[src/rtl/alu_mc_pkg.sv]
// Shared opcodes and FSM encoding for the multi-cycle ALU.
// The multiplier path is built only when ALU_MC_MUL_EN is defined.
package alu_mc_pkg;

   localparam logic [3:0] OP_ADD = 4'b0000;
   localparam logic [3:0] OP_SUB = 4'b0001;
   localparam logic [3:0] OP_AND = 4'b0010;
   localparam logic [3:0] OP_OR  = 4'b0011;
   localparam logic [3:0] OP_XOR = 4'b0100;
   localparam logic [3:0] OP_NOT = 4'b0101;
   localparam logic [3:0] OP_SHL = 4'b0110;
   localparam logic [3:0] OP_SHR = 4'b0111;
   localparam logic [3:0] OP_LT  = 4'b1000;
   localparam logic [3:0] OP_MUL = 4'b1001;

   typedef logic [1:0] state_t;

   localparam state_t S_IDLE = 2'd0;
   localparam state_t S_MUL  = 2'd1;
   localparam state_t S_DONE = 2'd2;

endpackage

[src/rtl/alu_mul_iter.sv]
// Iterative shift-add multiplier: one bit of b per cycle, done pulses
// one cycle after the last iteration with the full 2*WIDTH product.
module alu_mul_iter #(
   parameter int WIDTH = 8
) (
   input  logic               clk,
   input  logic               rst,
   input  logic               start,
   input  logic [WIDTH-1:0]   a,
   input  logic [WIDTH-1:0]   b,
   output logic               done,
   output logic [2*WIDTH-1:0] product
);

   localparam int CW = $clog2(WIDTH + 1);

   logic [2*WIDTH-1:0] acc;
   logic [2*WIDTH-1:0] mcand;
   logic [WIDTH-1:0]   mplier;
   logic [CW-1:0]      cnt;
   logic               busy;

   always_ff @(posedge clk) begin
      if (rst) begin
         acc    <= '0;
         mcand  <= '0;
         mplier <= '0;
         cnt    <= '0;
         busy   <= 1'b0;
         done   <= 1'b0;
      end else begin
         done <= 1'b0;
         if (start) begin
            acc    <= '0;
            mcand  <= {{WIDTH{1'b0}}, a};
            mplier <= b;
            cnt    <= '0;
            busy   <= 1'b1;
         end else if (busy) begin
            if (mplier[0])
               acc <= acc + mcand;
            mcand  <= mcand << 1;
            mplier <= mplier >> 1;
            cnt    <= cnt + 1'b1;
            if (cnt == CW'(WIDTH - 1)) begin
               busy <= 1'b0;
               done <= 1'b1;
            end
         end
      end
   end

   assign product = acc;

endmodule

[src/rtl/alu_mc.sv]
// Multi-cycle ALU with valid/ready handshakes; ALU_MC_MUL_EN adds
// the iterative multiply opcode (1001) and the MUL state.
module alu_mc
   import alu_mc_pkg::*;
#(
   parameter int WIDTH = 8
) (
   input  logic             clk,
   input  logic             rst,
   input  logic [WIDTH-1:0] a,
   input  logic [WIDTH-1:0] b,
   input  logic [3:0]       select,
   input  logic             in_valid,
   output logic             in_ready,
   output logic [WIDTH-1:0] out,
   output logic             carry,
   output logic             flag,
   output logic             out_valid,
   input  logic             out_ready
);

   state_t             state;
   logic               accept;
   logic               go_mul;
   logic               mul_done;
   logic [2*WIDTH-1:0] product;
   logic [WIDTH-1:0]   res;
   logic               cy;
   logic [WIDTH:0]     sum;

   assign in_ready  = (state == S_IDLE);
   assign out_valid = (state == S_DONE);
   assign accept    = in_valid && in_ready;
   assign sum       = {1'b0, a} + {1'b0, b};

`ifdef ALU_MC_MUL_EN
   assign go_mul = (select == OP_MUL);

   alu_mul_iter #(
      .WIDTH(WIDTH)
   ) u_mul (
      .clk     (clk),
      .rst     (rst),
      .start   (accept && go_mul),
      .a       (a),
      .b       (b),
      .done    (mul_done),
      .product (product)
   );
`else
   assign go_mul   = 1'b0;
   assign mul_done = 1'b0;
   assign product  = '0;
`endif

   always_comb begin
      res = '0;
      cy  = 1'b0;
      unique case (select)
         OP_ADD: begin
            res = sum[WIDTH-1:0];
            cy  = sum[WIDTH];
         end
         OP_SUB: begin
            res = a - b;
            cy  = (a < b);
         end
         OP_AND: res = a & b;
         OP_OR:  res = a | b;
         OP_XOR: res = a ^ b;
         OP_NOT: res = ~a;
         OP_SHL: begin
            res = a << 1;
            cy  = a[WIDTH-1];
         end
         OP_SHR: begin
            res = a >> 1;
            cy  = a[0];
         end
         OP_LT:  res = {{(WIDTH-1){1'b0}}, (a < b)};
         default: begin
            res = '0;
            cy  = 1'b0;
         end
      endcase
   end

   // flag is computed from exactly the value being latched into out
   always_ff @(posedge clk) begin
      if (rst) begin
         state <= S_IDLE;
         out   <= '0;
         carry <= 1'b0;
         flag  <= 1'b0;
      end else begin
         case (state)
            S_IDLE: begin
               if (accept) begin
                  if (go_mul) begin
                     state <= S_MUL;
                  end else begin
                     state <= S_DONE;
                     out   <= res;
                     carry <= cy;
                     flag  <= ~|res;
                  end
               end
            end
            S_MUL: begin
               if (mul_done) begin
                  state <= S_DONE;
                  out   <= product[WIDTH-1:0];
                  carry <= |product[2*WIDTH-1:WIDTH];
                  flag  <= ~|product[WIDTH-1:0];
               end
            end
            S_DONE: begin
               if (out_ready)
                  state <= S_IDLE;
            end
            default: state <= S_IDLE;
         endcase
      end
   end

endmodule

[config.mk]
export PLATFORM = sky130hd
export DESIGN_NAME = alu_mc
export DESIGN_NICKNAME = d
export VERILOG_FILES = /design/src/rtl/alu_mc_pkg.sv /design/src/rtl/alu_mul_iter.sv /design/src/rtl/alu_mc.sv
export SDC_FILE = /design/constraint.sdc
export NUM_CORES = 1
export LEC_CHECK = 0
export CAP_MARGIN = 20
export CORE_MARGIN = 2
export CORE_UTILIZATION = 41
export DETAILED_ROUTE_END_ITERATION = 6
export GPL_TIMING_DRIVEN = 0
export PLACE_DENSITY_LB_ADDON = 0.2
export SLEW_MARGIN = 20
export SYNTH_ARGS = -nofsm -noshare
export SYNTH_HDL_FRONTEND = slang
export SYNTH_SLANG_ARGS = --single-unit
export TNS_END_PERCENT = 5
[constraint.sdc]
create_clock -name clk -period 2.63 [get_ports clk]
set_clock_uncertainty 0.05 [all_clocks]
set_input_delay 0.263 -clock clk [delete_from_list [all_inputs] [get_ports clk]]
set_output_delay 0.263 -clock clk [all_outputs]
set_load 0.1 [all_outputs]
==> Word level (Yosys, flattened, before mapping) <==
Cells that the tools add are included.
{ "totals": {"output_inout_bits": 12, "regBits": 12} }
{ "classes": {"add_sub_neg": 2, "magnitude_cmp": 1, "mux": 5, "n_reduce_logical": 7, "eq_ne": 12, "bitwise_logic": 5} }
{ "op_table": {"columns": ["operator", "n"], "rows": [
  ["$pmux 8 s9", 1],
  ["$eq 4x3->1 const B", 4],
  ["$add 8x8->9", 1],
  ["$and 8x8->8", 1],
  ["$eq 4x2->1 const B", 2],
  ["$lt 8x8->1", 1],
  ["$not 8->8", 1],
  ["$or 8x8->8", 1],
  ["$reduce_or 8->1", 1],
  ["$sub 8x8->8", 1],
  ["$xor 8x8->8", 1],
  ["$pmux 2 s3", 1],
  ["$eq 4x1->1 const B", 1],
  ["$eq 4x4->1 const B", 1],
  ["$logic_not 4->1", 1],
  ["$mux 2", 2],
  ["$ne 2x1->1 const B", 2],
  ["$pmux 1 s4", 1],
  ["$reduce_and 3->1", 1],
  ["$eq 2x1->1 const B", 1],
  ["$eq 2x2->1 const B", 1],
  ["$logic_not 2->1", 1],
  ["$reduce_and 2->1", 1],
  ["$logic_and 1x1->1", 1],
  ["2 further kinds", 2]
]} }

==> Longest topological paths before layout <==
Gate-level depths: netlist of the first run.
{ "logic_depth": {"word_depth": 4, "mapped_depth": 10, "ltp_nobuf": 10} }

==> Worst setup path before layout of the first run <==
Ideal clock, no wire load.
{ "synth_timing": {"path_type": "flip-flop to flip-flop", "startpoint": "reg state[1]", "endpoint": "reg carry", "t_arrival_ns": 2.471, "t_required_ns": 2.485, "synth_period_minus_slack_ns": 2.616, "path_slack_ns": 0.014, "path_stages_with_launch": 7, "n_path_buf": 0, "cell_sequence": "dfxtp_1 -> inv_1 -> nand2_1 -> nand2_1 -> o21ai_0 -> a21oi_1 -> a221oi_1"} }
{ "synth_via": {"elab_chain_len": 3} }
{ "synth_rtl": {"columns": ["item", "line", "rtl"], "rows": [
  ["start, declared", "alu_mc.sv:22", "state_t state;"],
  ["start signal, assigned", "alu_mc.sv:91", "state <= S_IDLE;"],
  ["start signal, assigned", "alu_mc.sv:100", "state <= S_MUL;"],
  ["start signal, assigned", "alu_mc.sv:102", "state <= S_DONE;"],
  ["$logic_not 2->1 *", "alu_mc.sv:31", "assign in_ready = (state == S_IDLE);"],
  ["via in_ready", "alu_mc.sv:14", "output logic in_ready,"],
  ["$logic_and 1x1->1", "alu_mc.sv:33", "assign accept = in_valid && in_ready;"],
  ["$reduce_and 2->1 (no line) *", null, null],
  ["end signal, assigned", "alu_mc.sv:104", "carry <= cy;"],
  ["end signal, assigned", "alu_mc.sv:113", "carry <= |product[2*WIDTH-1:WIDTH];"],
  ["end, declared", "alu_mc.sv:16", "output logic carry,"]
]} }
Mark *: on every way through the listed nets, which the timed path passes. The rest lies on a longest branch.
A chain may end at the register's enable or synchronous reset.

==> Final worst setup path of the first run <==
{ "layout_timing": {"startpoint": "in b[3]", "endpoint": "reg flag"} }
{ "layout_via": {"elab_chain_len": 4, "word_cells_on_any_way": 9} }
{ "layout_rtl": {"columns": ["item", "line", "rtl"], "rows": [
  ["start, declared", "alu_mc.sv:11", "input logic [WIDTH-1:0] b,"],
  ["$sub 8x8->8, or another cell as far along", "alu_mc.sv:65", "res = a - b;"],
  ["$pmux 8 s9 *", "alu_mc.sv:59", "unique case (select)"],
  ["$reduce_or 8->1 *", "alu_mc.sv:105", "flag <= ~|res;"],
  ["$logic_not 1->1 *", "alu_mc.sv:105", null],
  ["end signal, assigned", "alu_mc.sv:105", null],
  ["end signal, assigned", "alu_mc.sv:114", "flag <= ~|product[WIDTH-1:0];"],
  ["end, declared", "alu_mc.sv:17", "output logic flag,"]
]} }
Mark *: on every way between the ends. The rest lies on a longest branch, timed or not.

==> results of run 1 <==
-- sequential cells by signal (all words and copies together) (netlist names) --
name	count
flag	1
out	8
state	1
carry	1
-- layout make-up --
type / count / area [um^2]
Fill cell: 449 / 1990
Multi-Input combinational cell: 197 / 1510
Sequential cell: 11 / 220
Clock buffer: 4 / 45.0
Buffer: 11 / 66.3
Inverter: 28 / 105
Tap cell: 52 / 65.1
Timing Repair Buffer: 34 / 329
-- per-stage QoR --
step | total power, uW | cells | util (%) | area, um^2 | setup TNS, ns
after floorplan | 512 | 249 | - | 1840 | 0
after global placement | 638 | 335 | 51.9 | 2240 | -2.39
after detailed placement | 644 | 335 | 51.9 | 2240 | -2.57
after CTS | 818 | 339 | 53.5 | 2310 | 0
after global routing | 877 | 337 | 54.1 | 2340 | -0.00826
final | 827 | 337 | 54.1 | 2340 | 0
-- worst reg2reg max path, delay by kind of cell, from the launching register on --
family / cells / cell delay, ns
DFF: 1 / 0.33
AOI/OAI and AO/OA: 3 / 0.84
and+or+nand+nor: 2 / 0.66
-- cells by family after synthesis --
logic type / share of synthesized area [%]
AO/OA/AOI/OAI: 25.9
multiplexers: 7.41
flip-flops: 12.0
XOR/XNOR: 2.86
adder cells (fa/ha/maj): 19.2
buffers and inverters: 9.46
AND/OR/NAND/NOR: 23.3
-- cell usage in the layout (no fill, tap or decap), types with 3 or more instances in the layout --
cell type,synthesis,routed
a211oi_1,10,8
a21oi_1,14,13
a22oi_1,7,7
buf_2,7,5
buf_4,1,3
clkbuf_1,4,3
clkbuf_8,0,3
clkdlybuf4s50_1,0,28
dfxtp_1,11,11
dlygate4sd2_1,0,5
ha_1,25,23
inv_1,28,27
mux2i_1,5,5
nand2_1,16,16
nand2b_1,5,5
nand3_1,4,4
nor2_1,24,24
nor2b_1,6,6
nor3_1,11,10
o21ai_0,10,10
o21bai_1,3,3
o22ai_1,7,6
or3_1,3,3
xnor2_1,5,5
-- how the worst max path moves through the flow --
| stage | start | end | slack (ns) | cells past startpoint |
|---|---|---|---|---|
| 5_1_grt | a[5] | flag | -0.008 | 9 |
| 3_3_place_gp | a[0] | flag | -0.53 | 11 |
| 2_1_floorplan | state[1] | carry | 0.01 | 6 |
| 6_report | b[3] | flag | 0.09 | 10 |
| 4_1_cts | a[5] | flag | 0.01 | 10 |
| 3_5_place_dp | a[0] | flag | -0.55 | 11 |
-- power by group through the flow --
stage / clock network (uW) / registers, uW / logic [uW]
after floorplan: 0 / 276 / 236
after CTS: 172 / 186 / 460
final: 169 / 186 / 472
after global placement: 0 / 189 / 449
after global routing: 180 / 187 / 510
after detailed placement: 0 / 189 / 454
-- metal layers --
metal | vias to the layer above | global-route usage, %
li1 | 963 | -
met1 | 924 | 28.0
met2 | 61 | 34.6
met3 | 15 | 1.71
met4 | 0 | 8.60
met5 | - | 0
-- what timing repair did --
item / in CTS / in global routing
resized for setup: 15 / 11
endpoints found under the setup margin: 6 / 4
pin swaps: 3 / 2
setup buffers: 0 / 0
==> flow_summary_export.csv, run 1 <==
group,metric,value,unit
place,gp_congestion,0.880,
route,vias,1963,
timing,hold_slack,0.411,ns
clock_network,root_buffer,"clkbuf_8",
clock_network,ctsHoldBuffers,0,
critical_path,cp-end-kind,"flip-flop",
floorplanning,core,0.00432,mm^2
grt,grt_pass1_wl,8520,um
logic_synthesis,ys_seq_area_share,12.0,%
critical_path,cp_max_fo,10,
critical_path,worstReg2RegEnd,"flag",
logic_synthesis,avgSynthCellArea,7.39,um^2
critical_path,worstSetupStartpointType,"primary input",
floorplanning,ioPinCount,36,
logic_synthesis,netlist_instances,249,
floorplanning,die_h,71.0,um
status,status,"completed",
grt,globalRouteOverflowTotal,0,
route,post-route-drc-count,0,
cells_and_area,layout-drive-gt1-share,13.0,%
timing,hold_violations,0,
power_and_ir_drop,irDropWorstVdd,0.139,mV
route,top_layer,"met4",
power_and_ir_drop,seqPwrFrac,22.5,%
logic_synthesis,async_flop_share,0,%
hold_path,hp-class,"reg2reg",
hold_path,min_to,"out[1]",
route,wl_met3,237,um
logic_synthesis,synth_seq_cells,11,
clock_network,path_clk_slew,0.05,ns
grt,track_usage,20.9,%
logic_synthesis,synth_fp_nets,300,
power_and_ir_drop,power.clock.fraction,20.5,%
route,routed_wirelength,5120,um
route,ant_nets,0,
power_and_ir_drop,internal-power,462,uW
timing,fin_crit_sh,96.7,%
route,wl_per_cell,15.2,um
clock_network,cts_tree,"yes",
power_and_ir_drop,switching_share,44.2,%
clock_network,cts_max_level,1,
route,routed_via_density,5.82,
logic_synthesis,synthTopCellsByCount,"28 x inv_1, 25 x ha_1, 24 x nor2_1",
timing,tightest_slew,0.964,ns
critical_path,crit_chain,"clkdlybuf4s50_1 > inv_1 > ha_1 > buf_4 > or4_1 > o311ai_2 > o22ai_2 > mux2i_1 > a21oi_2 > a41o_1",
route,wl_met2,2400,um
floorplanning,die_width,71.0,um
clock_network,worstSkewPairLatency,0.24,ns
critical_path,path_delay_family,"buffers and inverters",
power_and_ir_drop,cellPowerDensity,354,mW/mm^2
logic_synthesis,synth_cell_type_count,55,
grt,antenna_found_initial,0,
cells_and_area,area_growth_syn_to_layout,27.1,%
clock_network,numClockSinks,11,
route,drtPass1Iterations,4,
floorplanning,initial_core_util,42.5,%
logic_synthesis,synth_area,0.00184,mm^2
critical_path,arrival,2.63,ns
grt,grt_pass1_vias,1829,
logic_synthesis,synth_edf_count,0,
critical_path,worst_path_max_delay_cell,"or4_1",
critical_path,crit_buf_inv,3,
critical_path,critPathKind,"in2reg",
power_and_ir_drop,p_comb_share,57.1,%
power_and_ir_drop,p_switching,366,uW
clock_network,cts_buffers,3,
timing,finalSetupViolations,0,
place,place_ws,-0.548,ns
cells_and_area,nets,337,
logic_synthesis,yosysMostFrequentCell,"inv_1",
cells_and_area,diodes,0,
critical_path,reg2reg_depth,5,
logic_synthesis,synth_ff_type,"dfxtp_1",
floorplanning,dieArea,0.00504,mm^2
timing,fin_crit,2.54,ns
timing,maxSlewViolCount,0,
job,max-cap-violations,0,
logic_synthesis,yosys.area.top_type_share,17.0,%
critical_path,reg2reg_slack,0.70,ns
clock_network,clk_path_buf_depth,2,
critical_path,critical-path-max-stage-delay,0.53,ns
hold_path,whs_path_depth,2,
timing,clock.fmax,393,MHz
power_and_ir_drop,p_leak,0.00101,uW
route,drt_iter0_drc,92,
hold_path,min-delay-start,"out[1]",
floorplanning,rows,24,
place,portBuffers,34,
critical_path,reg2reg_from,"state[1]",
timing,relSlewSlack,35.5,%
logic_synthesis,synth_top_area_cell,"ha_1",
timing,worst_slack,0.0865,ns
place,dpl.hpwl,4150,um
route,met1_length,2360,um
logic_synthesis,ys_warn_count,0,
grt,grt_start_max_net_pins,11,
logic_synthesis,synth.area.top_cells,"ha_1 17%, dfxtp_1 12%, inv_1 5.7%",
critical_path,cp.required,2.71,ns
Note: power is estimated with default switching activity, not from simulation.
==> inputs of run 2 (changes only) <==
==> constraint.sdc (replaced) <==
create_clock -name clk -period 2.63 [get_ports clk]
set_clock_uncertainty 0.05 [all_clocks]
set_input_delay 0.526 -clock clk [delete_from_list [all_inputs] [get_ports clk]]
set_output_delay 0.526 -clock clk [all_outputs]
set_load 0.1 [all_outputs]
==> flow_summary_export.csv, run 2 (synthesis results as in run 1) <==
group,metric,value,unit
place,portBuffers,34,
floorplanning,initial_core_util,42.5,%
route,ant_nets,0,
clock_network,root_buffer,"clkbuf_8",
route,routed_via_density,5.78,
place,dpl_cell_area,0.00224,mm^2
cells_and_area,largest_reg_flops,8,
route,drt_iter0_drc,107,
route,vias,1990,
power_and_ir_drop,finalPower,891,uW
grt,globalRouteOverflowTotal,0,
critical_path,path_delay_family,"compound AO/OA/AOI/OAI gates",
critical_path,cp-end-kind,"flip-flop",
clock_network,cts_max_level,1,
floorplanning,core,0.00432,mm^2
floorplanning,rows,24,
critical_path,worstSetupStartpointType,"primary input",
floorplanning,ioPinCount,36,
critical_path,cp.required,2.71,ns
job,max-cap-violations,0,
route,drtPass1Iterations,4,
power_and_ir_drop,p_leak,0.00112,uW
timing,finalSetupViolations,0,
grt,grt_pass1_wl,8960,um
floorplanning,die_width,71.0,um
timing,rsz0062_at_grt,"true",
critical_path,critPathKind,"in2reg",
grt,grt_start_max_net_pins,12,
cells_and_area,diodes,0,
clock_network,path_clk_slew,0.05,ns
clock_network,ctsHoldBuffers,0,
status,status,"completed",
critical_path,cp_max_fo,4,
route,routed_wirelength,5390,um
power_and_ir_drop,cellPowerDensity,345,mW/mm^2
timing,relSlewSlack,35.3,%
hold_path,hp-class,"reg2reg",
floorplanning,dieArea,0.00504,mm^2
timing,setup_tns,0,ns
critical_path,arrival,2.68,ns
power_and_ir_drop,irDropWorstVdd,0.141,mV
timing,worst_slack,0.0291,ns
grt,track_usage,22.0,%
timing,fin_crit,2.60,ns
route,post-route-drc-count,0,
clock_network,cts_tree,"yes",
critical_path,critical-path-max-stage-delay,0.42,ns
timing,hold_slack,0.411,ns
critical_path,crit_buf_inv,3,
clock_network,clk_path_buf_depth,2,
floorplanning,die_h,71.0,um
cells_and_area,layout-drive-gt1-share,25.3,%
cells_and_area,mostFrequentLayoutCells,"22 x inv_1, 22 x nor2_1, 21 x clkdlybuf4s50_1, 17 x ha_1, 15 x nand2_1",
cells_and_area,nets,344,
place,place_ws,-0.811,ns
critical_path,worst_path_max_delay_cell,"fa_1",
grt,grt_pass1_vias,1923,
timing,fin_crit_sh,98.9,%
clock_network,cts_buffers,3,
timing,tightest_slew,0.968,ns
cells_and_area,fill_cells,421,
route,wl_per_cell,15.7,um
cells_and_area,fin_area,0.00258,mm^2
grt,antenna_found_initial,0,
place,gp_congestion,0.880,
timing,maxSlewViolCount,0,
cells_and_area,area_growth_syn_to_layout,40.5,%
critical_path,cpMostUsedCell,"nor4_2",
timing,clock.fmax,384,MHz
timing,hold_violations,0,
clock_network,worstSkewPairLatency,0.24,ns
place,dpl.hpwl,4150,um
cells_and_area,top_register,"out",
clock_network,numClockSinks,11,
critical_path,crit_chain,"clkbuf_4 > inv_2 > ha_2 > fa_1 > o21ba_2 > nor4_2 > nor3_2 > xnor2_1 > o211ai_1 > buf_4 > nor4_2 > a41o_1",
## run 2: changes by cell type in the layout (fill, tap and decap cells not counted), moves of 3 or more
cell,before,now
dlymetal6s2s_1,0,6
ha_4,0,6
dlygate4sd2_1,5,2
buf_4,3,9
clkdlybuf4s50_1,28,21
ha_1,23,17
inv_2,1,6
inv_1,27,22
## run 2: stage by stage
step,instances,utilization (%)
finish,344,59.8
global route,344,59.8
CTS,342,56.7
detailed placement,335,51.9
global placement,335,51.9
floorplan,249,-
## run 2: worst register-to-register path, cell delays in order, from the launching register on
cell	delay (ns)
dfxtp_1	0.33
nor2b_1	0.43
o2111ai_2	0.23
a2111o_1	0.39
nor4_2	0.26
a41o_1	0.19
## run 2: layout make-up
cell class	count	area (um^2)	share of cell area [%]
well taps	52	65.1	2.52
flip-flops and latches	11	220	8.52
inverters	28	105	4.07
repair buffers	41	393	15.2
clock buffers	4	45.0	1.74
plain buffers	11	78.8	3.05
multi-input cells	197	1680	64.9
## run 2: repair_timing
action / in CTS / in global routing
pin swaps: 7 / 12
endpoints found under the setup margin: 9 / 6
buffers inserted: 5 / 2
resized for setup: 42 / 38
## run 2: power breakdown
group          total [uW]  switching (uW)  leakage [uW]  internal, uW
sequential            186            6.45     0.0000905           179
clock                 169            62.6     0.0000228           106
combinational         536             321       0.00101           215
## run 2: path summary, 6_finish.rpt
kind,start,end,slack (ns),cells after the start
hold reg to reg,out[1],out[1],0.41,2
hold / removal,out[1],out[1],0.41,2
setup reg to reg,state[1],flag,0.69,5
setup / recovery,a[0],flag,0.03,12
## run 2: per-layer routing
layer	GRT usage, %	vias to the layer above	part of all wire [%]
met5	0	-	0
met4	7.97	0	1.3
met3	1.85	7	4.4
met2	37.6	54	49
met1	28.8	954	46
li1	-	975	-
==> inputs of run 3 (changes only) <==
--- a/config.mk
+++ b/config.mk
@@ -11,7 +11,6 @@
 export DETAILED_ROUTE_END_ITERATION = 6
 export GPL_TIMING_DRIVEN = 0
 export PLACE_DENSITY_LB_ADDON = 0.2
-export SLEW_MARGIN = 20
 export SYNTH_ARGS = -nofsm -noshare
 export SYNTH_HDL_FRONTEND = slang
 export SYNTH_SLANG_ARGS = --single-unit
==> results of run 3 <==
The final DEF is identical to that of run 2; final timing and power are the same.
